## config.mk

```make
export PLATFORM = sky130hd
export DESIGN_NAME = column_scroller
export DESIGN_NICKNAME = d
export VERILOG_FILES = /design/src/rtl/dotmatrix_pkg.sv /design/src/rtl/scroll_tick_div.sv /design/src/rtl/column_scroller.sv
export SDC_FILE = /design/constraint.sdc
export NUM_CORES = 1
export LEC_CHECK = 0
export ABC_AREA = 1
export ABC_CLOCK_PERIOD_IN_PS = 2500
export CAP_MARGIN = 20
export CELL_PAD_IN_SITES_DETAIL_PLACEMENT = 1
export CELL_PAD_IN_SITES_GLOBAL_PLACEMENT = 1
export CORE_ASPECT_RATIO = 1.75
export CORE_MARGIN = 5
export CORE_UTILIZATION = 40
export DETAILED_ROUTE_END_ITERATION = 6
export PLACE_DENSITY = 0.79
export SLEW_MARGIN = 30
export SYNTH_ARGS = -nofsm -noshare
export SYNTH_HDL_FRONTEND = slang
export SYNTH_HIERARCHICAL = 1
export SYNTH_SLANG_ARGS = --single-unit
```

## constraint.sdc

```tcl
create_clock -name CLK -period 2.5 [get_ports CLK]
set_clock_uncertainty 0.05 [all_clocks]
set_input_delay 0.625 -clock CLK [delete_from_list [all_inputs] [get_ports CLK]]
set_output_delay 0.625 -clock CLK [all_outputs]
set_load 0.02 [all_outputs]
```

## src/rtl/dotmatrix_pkg.sv

```systemverilog
// Shared dot-matrix types: column-feed FSM states and matrix geometry.
package dotmatrix_pkg;

  localparam int unsigned MATRIX_COLS = 16;
  localparam int unsigned ROW_W       = 16;
  localparam int unsigned COL_ID_W    = $clog2(MATRIX_COLS);

  typedef enum logic [1:0] {
    IDLE  = 2'd0,
    READ  = 2'd1,
    LOADC = 2'd2,
    WAIT  = 2'd3
  } scroll_state_e;

endpackage

```

## src/rtl/scroll_tick_div.sv

```systemverilog
// Scroll-step prescaler: one-cycle tick every TICK_DIV enabled cycles; count holds while en=0.
module scroll_tick_div #(
  parameter int unsigned TICK_DIV = 50000
) (
  input  logic CLK,
  input  logic RESET,
  input  logic en,
  output logic tick
);

  localparam int unsigned CNT_W = (TICK_DIV > 1) ? $clog2(TICK_DIV) : 1;
  localparam logic [CNT_W-1:0] LAST = CNT_W'(TICK_DIV - 1);

  logic [CNT_W-1:0] cnt;

  always_ff @(posedge CLK) begin
    if (RESET) begin
      cnt  <= '0;
      tick <= 1'b0;
    end else begin
      tick <= 1'b0;
      if (en) begin
        if (cnt == LAST) begin
          cnt  <= '0;
          tick <= 1'b1;
        end else begin
          cnt <= cnt + CNT_W'(1);
        end
      end
    end
  end

endmodule

```

## src/rtl/column_scroller.sv

```systemverilog
// Feeds a 16-column dot matrix from a scrolling message buffer, one column per LOAD strobe.
// Optional COLUMN_SCROLL_REVERSE_EN adds scroll_dir for decrementing scroll.
module column_scroller
  import dotmatrix_pkg::*;
#(
  parameter int unsigned MSG_LEN_LOG2 = 5,
  parameter int unsigned TICK_DIV     = 50000
) (
  input  logic                    CLK,
  input  logic                    RESET,
  input  logic                    wr_en,
  input  logic [MSG_LEN_LOG2-1:0] wr_addr,
  input  logic [ROW_W-1:0]        wr_data,
  input  logic                    scroll_en,
`ifdef COLUMN_SCROLL_REVERSE_EN
  input  logic                    scroll_dir,
`endif
  input  logic                    ready,
  output logic [ROW_W-1:0]        in_column,
  output logic [COL_ID_W-1:0]     col_id,
  output logic                    LOAD,
  output logic                    frame_done
);

  localparam int unsigned          MSG_LEN  = 2 ** MSG_LEN_LOG2;
  localparam logic [COL_ID_W-1:0]  LAST_COL = COL_ID_W'(MATRIX_COLS - 1);

  logic [ROW_W-1:0]        mem [MSG_LEN];
  logic [MSG_LEN_LOG2-1:0] next_off;
  logic [MSG_LEN_LOG2-1:0] snap_off;
  logic [MSG_LEN_LOG2-1:0] rd_addr;
  logic [COL_ID_W-1:0]     col;
  scroll_state_e           state;
  logic                    tick;
  logic                    dec;

`ifdef COLUMN_SCROLL_REVERSE_EN
  assign dec = scroll_dir;
`else
  assign dec = 1'b0;
`endif

  scroll_tick_div #(
    .TICK_DIV (TICK_DIV)
  ) u_tick_div (
    .CLK   (CLK),
    .RESET (RESET),
    .en    (scroll_en),
    .tick  (tick)
  );

  // Message buffer is not reset; reads in the FSM see pre-write data on a same-address write.
  always_ff @(posedge CLK) begin
    if (wr_en && !RESET) begin
      mem[wr_addr] <= wr_data;
    end
  end

  // Scroll offset for the next frame; natural wrap of the address width gives modulo MSG_LEN.
  always_ff @(posedge CLK) begin
    if (RESET) begin
      next_off <= '0;
    end else if (tick) begin
      next_off <= dec ? next_off - MSG_LEN_LOG2'(1) : next_off + MSG_LEN_LOG2'(1);
    end
  end

  assign rd_addr = snap_off + MSG_LEN_LOG2'(col);

  // Column-feed FSM; the frame uses the offset snapshotted in IDLE so mid-frame ticks do not tear.
  always_ff @(posedge CLK) begin
    if (RESET) begin
      state      <= IDLE;
      LOAD       <= 1'b0;
      frame_done <= 1'b0;
      in_column  <= '0;
      col_id     <= '0;
      col        <= '0;
      snap_off   <= '0;
    end else begin
      LOAD       <= 1'b0;
      frame_done <= 1'b0;
      case (state)
        IDLE: begin
          if (ready) begin
            snap_off <= next_off;
            col      <= '0;
            state    <= READ;
          end
        end
        READ: begin
          in_column  <= mem[rd_addr];
          col_id     <= col;
          LOAD       <= 1'b1;
          frame_done <= (col == LAST_COL);
          state      <= LOADC;
        end
        LOADC: begin
          if (col == LAST_COL) begin
            state <= IDLE;
          end else begin
            col   <= col + COL_ID_W'(1);
            state <= ready ? READ : WAIT;
          end
        end
        WAIT: begin
          if (ready) begin
            state <= READ;
          end
        end
        default: state <= IDLE;
      endcase
    end
  end

endmodule

```

=== After elaboration in Yosys (flattened, before gate mapping) ===
Memory sizes are Yosys's and may differ from the RTL's. A register that Yosys moved wholly into a read port is not among the register bits.
Cells that the tools add are included.

* Register bits: 39
* RAM bits: 512
* Memories: 1

* Add/subtract/negate cells: 4
* Eq/ne operators: 8
* Muxes and demuxes: 12
* Bitwise operators: 2
* Reduce and logical (&&, ||, !) cells: 9

{| class="wikitable"
|+ Memory list
! name !! depth !! width !! rd ports !! clocked after Yosys merged registers in !! write ports !! line !! source
|-
| mem || 32 || 16 || 1 || 1 || 1 || column_scroller.sv:28 || <nowiki>logic [ROW_W-1:0] mem [MSG_LEN];</nowiki>
|}

{| class="wikitable"
|+ Operators by type and width
! kind !! count
|-
| 16-bit by 1-bit adder with 16-bit output (second input constant) || 1
|-
| 16-bit == test (second input constant) || 1
|-
| 16-bit two-way mux || 1
|-
| 4-bit two-way mux || 2
|-
| 4-bit case mux with 2 select lines || 1
|-
| 2-bit two-way mux || 3
|-
| 2-bit case mux with 3 select lines || 1
|-
| 2-bit OR reduction || 3
|-
| 5-bit by 1-bit adder with 5-bit output (second input constant) || 1
|-
| 5-bit by 4-bit adder with 5-bit output || 1
|-
| 4-bit by 1-bit adder with 4-bit output (second input constant) || 1
|-
| 2-bit == test (second input constant) || 2
|-
| 4-bit == test (second input constant) || 1
|-
| 1-bit two-way mux || 4
|-
| 2-bit != test (second input constant) || 2
|-
| 3-bit AND reduction || 1
|-
| 2-bit by 1-bit == test with 1-bit output (second input constant) || 1
|-
| 2-bit logical NOT || 1
|-
| 2-bit by 1-bit != test with 1-bit output (second input constant) || 1
|-
| 1-bit inverter || 2
|-
| 2-bit AND reduction || 1
|-
| 2-bit nonzero test || 1
|-
| 1-bit logical AND || 1
|-
| 1-bit logical NOT || 1
|}

=== Depth between registers and ports, before layout ===
* Depth in word-level cells: 4
* Gate-level depth with buffers: 14

=== By module ===
Netlist, hierarchy kept.

{| class="wikitable"
|+ By module, submodules not included
! module !! times used !! cells each !! area each (µm²)
|-
| column_scroller || 1 || 2267 || 23282.3
|-
| scroll_tick_div || 1 || 131 || 913.4
|}

=== Worst setup path after synthesis ===
OpenSTA, ideal clock, no wires.

* Path type: input to register
* Start point: in RESET
* End point: mem mem[0][0] (enable)
* Arrival: 1955 ps
* Required time: 2062 ps
* Slack: 106 ps
* Stages on the path: 4
* Path buffers: 1
* Cell sequence: clkbuf_1 > nor2_1 > nand3_1 > nor2_1

* Cells in the longest elaborated chain, start to end: 4

{| class="wikitable"
|+ Ends and longest elaborated chain
! what !! line !! source
|-
| start: declaration || column_scroller.sv:10 || <nowiki>input logic RESET,</nowiki>
|-
| 1-bit logical NOT || column_scroller.sv:54 || <nowiki>if (wr_en && !RESET) begin</nowiki>
|-
| 1-bit logical AND || column_scroller.sv:54 ||
|-
| 1-bit two-way mux || column_scroller.sv:54 ||
|-
| 1-bit two-way mux (not written as such) || column_scroller.sv:55 || <nowiki>mem[wr_addr] <= wr_data;</nowiki>
|-
| end: declaration || column_scroller.sv:28 ||
|}

No other way between the ends.

=== Worst setup path in the final report ===
* Start point: reg col[0]
* End point: reg in_column[4] (read register of mem)

* Cells in the longest elaborated chain, start to end: 1

{| class="wikitable"
|+ Ends and longest elaborated chain
! what !! line !! source
|-
| start: declaration || column_scroller.sv:32 || <nowiki>logic [COL_ID_W-1:0] col;</nowiki>
|-
| start signal: assignment || column_scroller.sv:102 || <nowiki>col <= col + COL_ID_W'(1);</nowiki>
|-
| 5-bit by 4-bit adder with 5-bit output || column_scroller.sv:68 || <nowiki>assign rd_addr = snap_off + MSG_LEN_LOG2'(col);</nowiki>
|-
| end: declaration || column_scroller.sv:19 || <nowiki>output logic [ROW_W-1:0] in_column,</nowiki>
|}

No other way between the ends.
A chain may end at the register's enable or synchronous reset.

==> results.cfg <==
[cts]
cts-buffers-inserted = 50
clock-root-buffer = clkbuf_16
clkSinkCount = 567
ctsLongestPathBuffers = 3
h-tree-depth = 2
tritoncts = done
clkTransAtPathRegs_ps = 70
clk_latency_ps = 590

[critical_path]
required_ps = 2970
crit_chain = ha_4 -> inv_2 -> fa_4 -> buf_12 -> buf_12 -> buf_12 -> nand3_1 -> nand2_1 -> nand2_1 -> nand3_2 -> nand2_2 -> nor2_4 -> nor2_2 -> nor2_1
cp-end-kind = flop
crit_type = flop to flop
crit_slowest_cell = fa_4
worstPathArrival_ps = 3230
critical_path.max_stage_delay_ps = 840
path_common_cell = buf_12
path_max_fanout = 5
r2r_setup_slack_ps = -260
cp-start-kind = flop

[outcome]
violations = setup timing
status = complete, but fails checks

[sta]
holdWs_ps = 403.1
slew_headroom = 0.6067
final-hold-violation-count = 0
rsz0062_at_grt = yes
setup_ws_ps = -257.4
setup_viol = 16
tightest_slew_ps = 589.9
fin_crit_ps = 2757
fmax_mhz = 362.7
post-route-period-util = 1.103
maxSlewViolCount = 0

[synthesis]
synth.distinct_cells = 35
syn-num-nets = 2436
ys_seq_elements = 567
synth.area.top_cells = edfxtp_1, nand2_1, nand3_1
netlist_area_um2 = 24200
synth_top_area_cell = edfxtp_1
synth_seq_area_share = 0.6809
avgSynthCellArea_um2 = 10.09
synth_top_area_frac = 0.6354
synth_cells = 2398
yosysWarnings = 6

[power]
switchingPower_mw = 12.42
power.density_nw_per_um2 = 1097
pwr-share-comb = 0.417
sw_frac_of_total = 0.3820
p_seq_frac = 0.330
power_leakage_nw = 11.87
p_clk_frac = 0.253
ir_drop_mv = 0.5699
p_int_mw = 20.09

[route]
remaining_drc_errors = 0
routed_wl_um = 79640
first_pass_iters = 5
num_vias = 18283
post_drt_wl_per_cell_um = 23.59
postRouteAntennaNets = 0
dr.first_iter.drc_count = 1620
via_per_inst = 5.416

[global_route]
grt_max_degree = 63
grt_pass1_vias = 20154
grt_usage = 0.2370
grt_pass1_wl_um = 119600
grt-ovfl-total = 0
antenna_found_initial = 0

[layout]
fillCellCount = 6573
drive_gt1_frac = 0.1537
syn2layout_area_growth_pct = 22.50
nets = 2587
n_antenna_cell = 0
stdcell_area_um2 = 29640

[worst_hold_path]
worstHoldPathType = flop to flop

[placement]
placed_cell_area_um2 = 26980
place_congestion = 0.8615
dpl.hpwl_um = 48400
port-buffer-count = 47

[floorplanning]
initial_core_util = 0.4022
rows = 119
core_um2 = 60150
ioPinCount = 48
fp.dieH_um = 335.4
die_x_um = 195.9
die_area_um2 = 65700

[flow_run]
maxCapViolations = 0
[cell usage after synthesis]
cell type,n
xor2_1,6
and2_4,1
nor3_1,5
o21ai_2,1
o21ai_1,16
a31oi_1,1
clkbuf_1,69
nand2_1,834
nand4_1,3
a21oi_1,20
nand3b_1,2
xnor2_1,2
nand3_2,2
fa_1,1
nor2_1,156
or2_2,1
inv_1,263
o21ai_0,48
buf_4,1
inv_2,3
xnor2_2,1
nand3_1,325
buf_2,34
nand2_4,1
buf_1,10
nand2_2,2
a211oi_1,3
dfxtp_1,55
nor3b_1,1
edfxtp_1,512
ha_1,11
xor2_2,2
nor2_4,2
nor2_2,3
clkinv_1,1
[through the flow]
step / util / power [mW] / TNS, ps / std cells / setup WS, ps
after floorplan: - / 17.05 / 0 / 2398 / 106.1
after global placement: 0.4486 / 21.61 / -6882 / 3259 / -658.8
after detailed placement: 0.4486 / 22.04 / -14160 / 3259 / -822.9
after CTS: 0.4870 / 31.70 / -3677 / 3373 / -271.1
after global routing: 0.4928 / 33.93 / -3763 / 3376 / -280.8
final: 0.4928 / 32.51 / -2773 / 3376 / -257.4
[layout make-up]
class	count	area (um2)	area share
well taps	786	983.4	0.03318
multi-input cells	1450	6867	0.2317
inverters	267	1017	0.03432
flip-flops and latches	567	16480	0.5559
clock buffers	66	1343	0.04529
repair buffers	213	2594	0.08751
clock inverters	27	359.1	0.01211
[critical path, delay by kind of cell, from the launching register on]
kind          cells  cell delay [ps]
buf+inv           4              470
fa+ha+maj         2              980
flops             1              350
simple gates      8              820
[state kept, by name, indices dropped and copies added, names as in the netlist, 2 cells and up]
| signal | count |
|---|---|
| mem | 512 |
| next_off | 5 |
| col | 4 |
| state | 2 |
| col_id | 4 |
| u_tick_div/cnt | 16 |
| in_column | 16 |
| snap_off | 5 |
[layer usage]
| metal | up-vias | track usage | part of all wire | routed length [um] |
|---|---|---|---|---|
| li1 | 8151 | - | - | - |
| met1 | 9205 | 0.2603 | 0.35 | 28170 |
| met2 | 705 | 0.4426 | 0.54 | 42820 |
| met3 | 222 | 0.03001 | 0.051 | 4032 |
| met4 | 0 | 0.1241 | 0.058 | 4620 |
| met5 | - | 0 | 0 | 0 |
[what timing repair did]
action | CTS | global route
hold endpoints to repair | 0 | 0
setup endpoints to repair | 16 | 16
gates cloned | 3 | 1
buffers inserted | 18 | 4
hold buffers | 0 | 0
resized for setup | 104 | 96
pin swaps | 53 | 55
[power by group through the flow]
| stage | Clock, mW | Combinational (mW) | Sequential (mW) |
|---|---|---|---|
| 6_report | 8.23 | 13.5 | 10.7 |
| 5_1_grt | 8.76 | 14.4 | 10.7 |
| 4_1_cts | 8.33 | 12.6 | 10.7 |
| 3_5_place_dp | 0 | 11.1 | 10.9 |
| 3_3_place_gp | 0 | 10.7 | 10.9 |
| 2_1_floorplan | 0 | 6.04 | 11.0 |
[path summary, 6_finish.rpt]
kind                                  from                        end  cells after the start
setup reg to reg       col[0]$_SDFFE_PP0P_  in_column[4]$_SDFFE_PP0P_                     14
hold reg to reg   next_off[4]$_SDFFE_PP0P_   next_off[4]$_SDFFE_PP0P_                      1
hold / removal    next_off[4]$_SDFFE_PP0P_   next_off[4]$_SDFFE_PP0P_                      1
setup / recovery       col[0]$_SDFFE_PP0P_  in_column[4]$_SDFFE_PP0P_                     14
[layout by cell type, fill, tap and decap left out, types with 3 or more instances in the layout]
cell type | synthesis | layout
clkinv_2 | 0 | 6
clkdlybuf4s50_1 | 0 | 47
nor3_1 | 5 | 5
nand3_2 | 2 | 38
nor2_1 | 156 | 122
nand2_2 | 2 | 54
dfxtp_1 | 55 | 53
buf_6 | 0 | 9
clkbuf_16 | 0 | 52
buf_4 | 1 | 89
buf_8 | 0 | 4
nor2_4 | 2 | 17
o21ai_1 | 16 | 14
nand3_1 | 325 | 285
clkbuf_1 | 69 | 14
edfxtp_1 | 512 | 512
o21ai_0 | 48 | 44
buf_12 | 0 | 62
clkinv_1 | 1 | 10
nand3_4 | 0 | 4
ha_1 | 11 | 10
nand2_1 | 834 | 777
o21ai_2 | 1 | 7
inv_6 | 0 | 3
a211oi_1 | 3 | 3
nand4_1 | 3 | 3
nor2_2 | 3 | 22
bufinv_16 | 0 | 9
inv_1 | 263 | 261
a21oi_1 | 20 | 20
xor2_1 | 6 | 6
nand2_4 | 1 | 6
[cells by family (layout without fill, tap and decap cells)]
family	count (synthesis)	in the layout	share of synthesized area
and+or+nand+nor	1338	1338	0.2277
DFF	567	567	0.6809
buffers and inverters	381	573	0.06102
AOI/OAI and AO/OA	89	89	0.01893
adders and majority gates	12	12	0.006516
xor gates and xnor gates	11	11	0.004913
(Power assumes the default switching activity.)
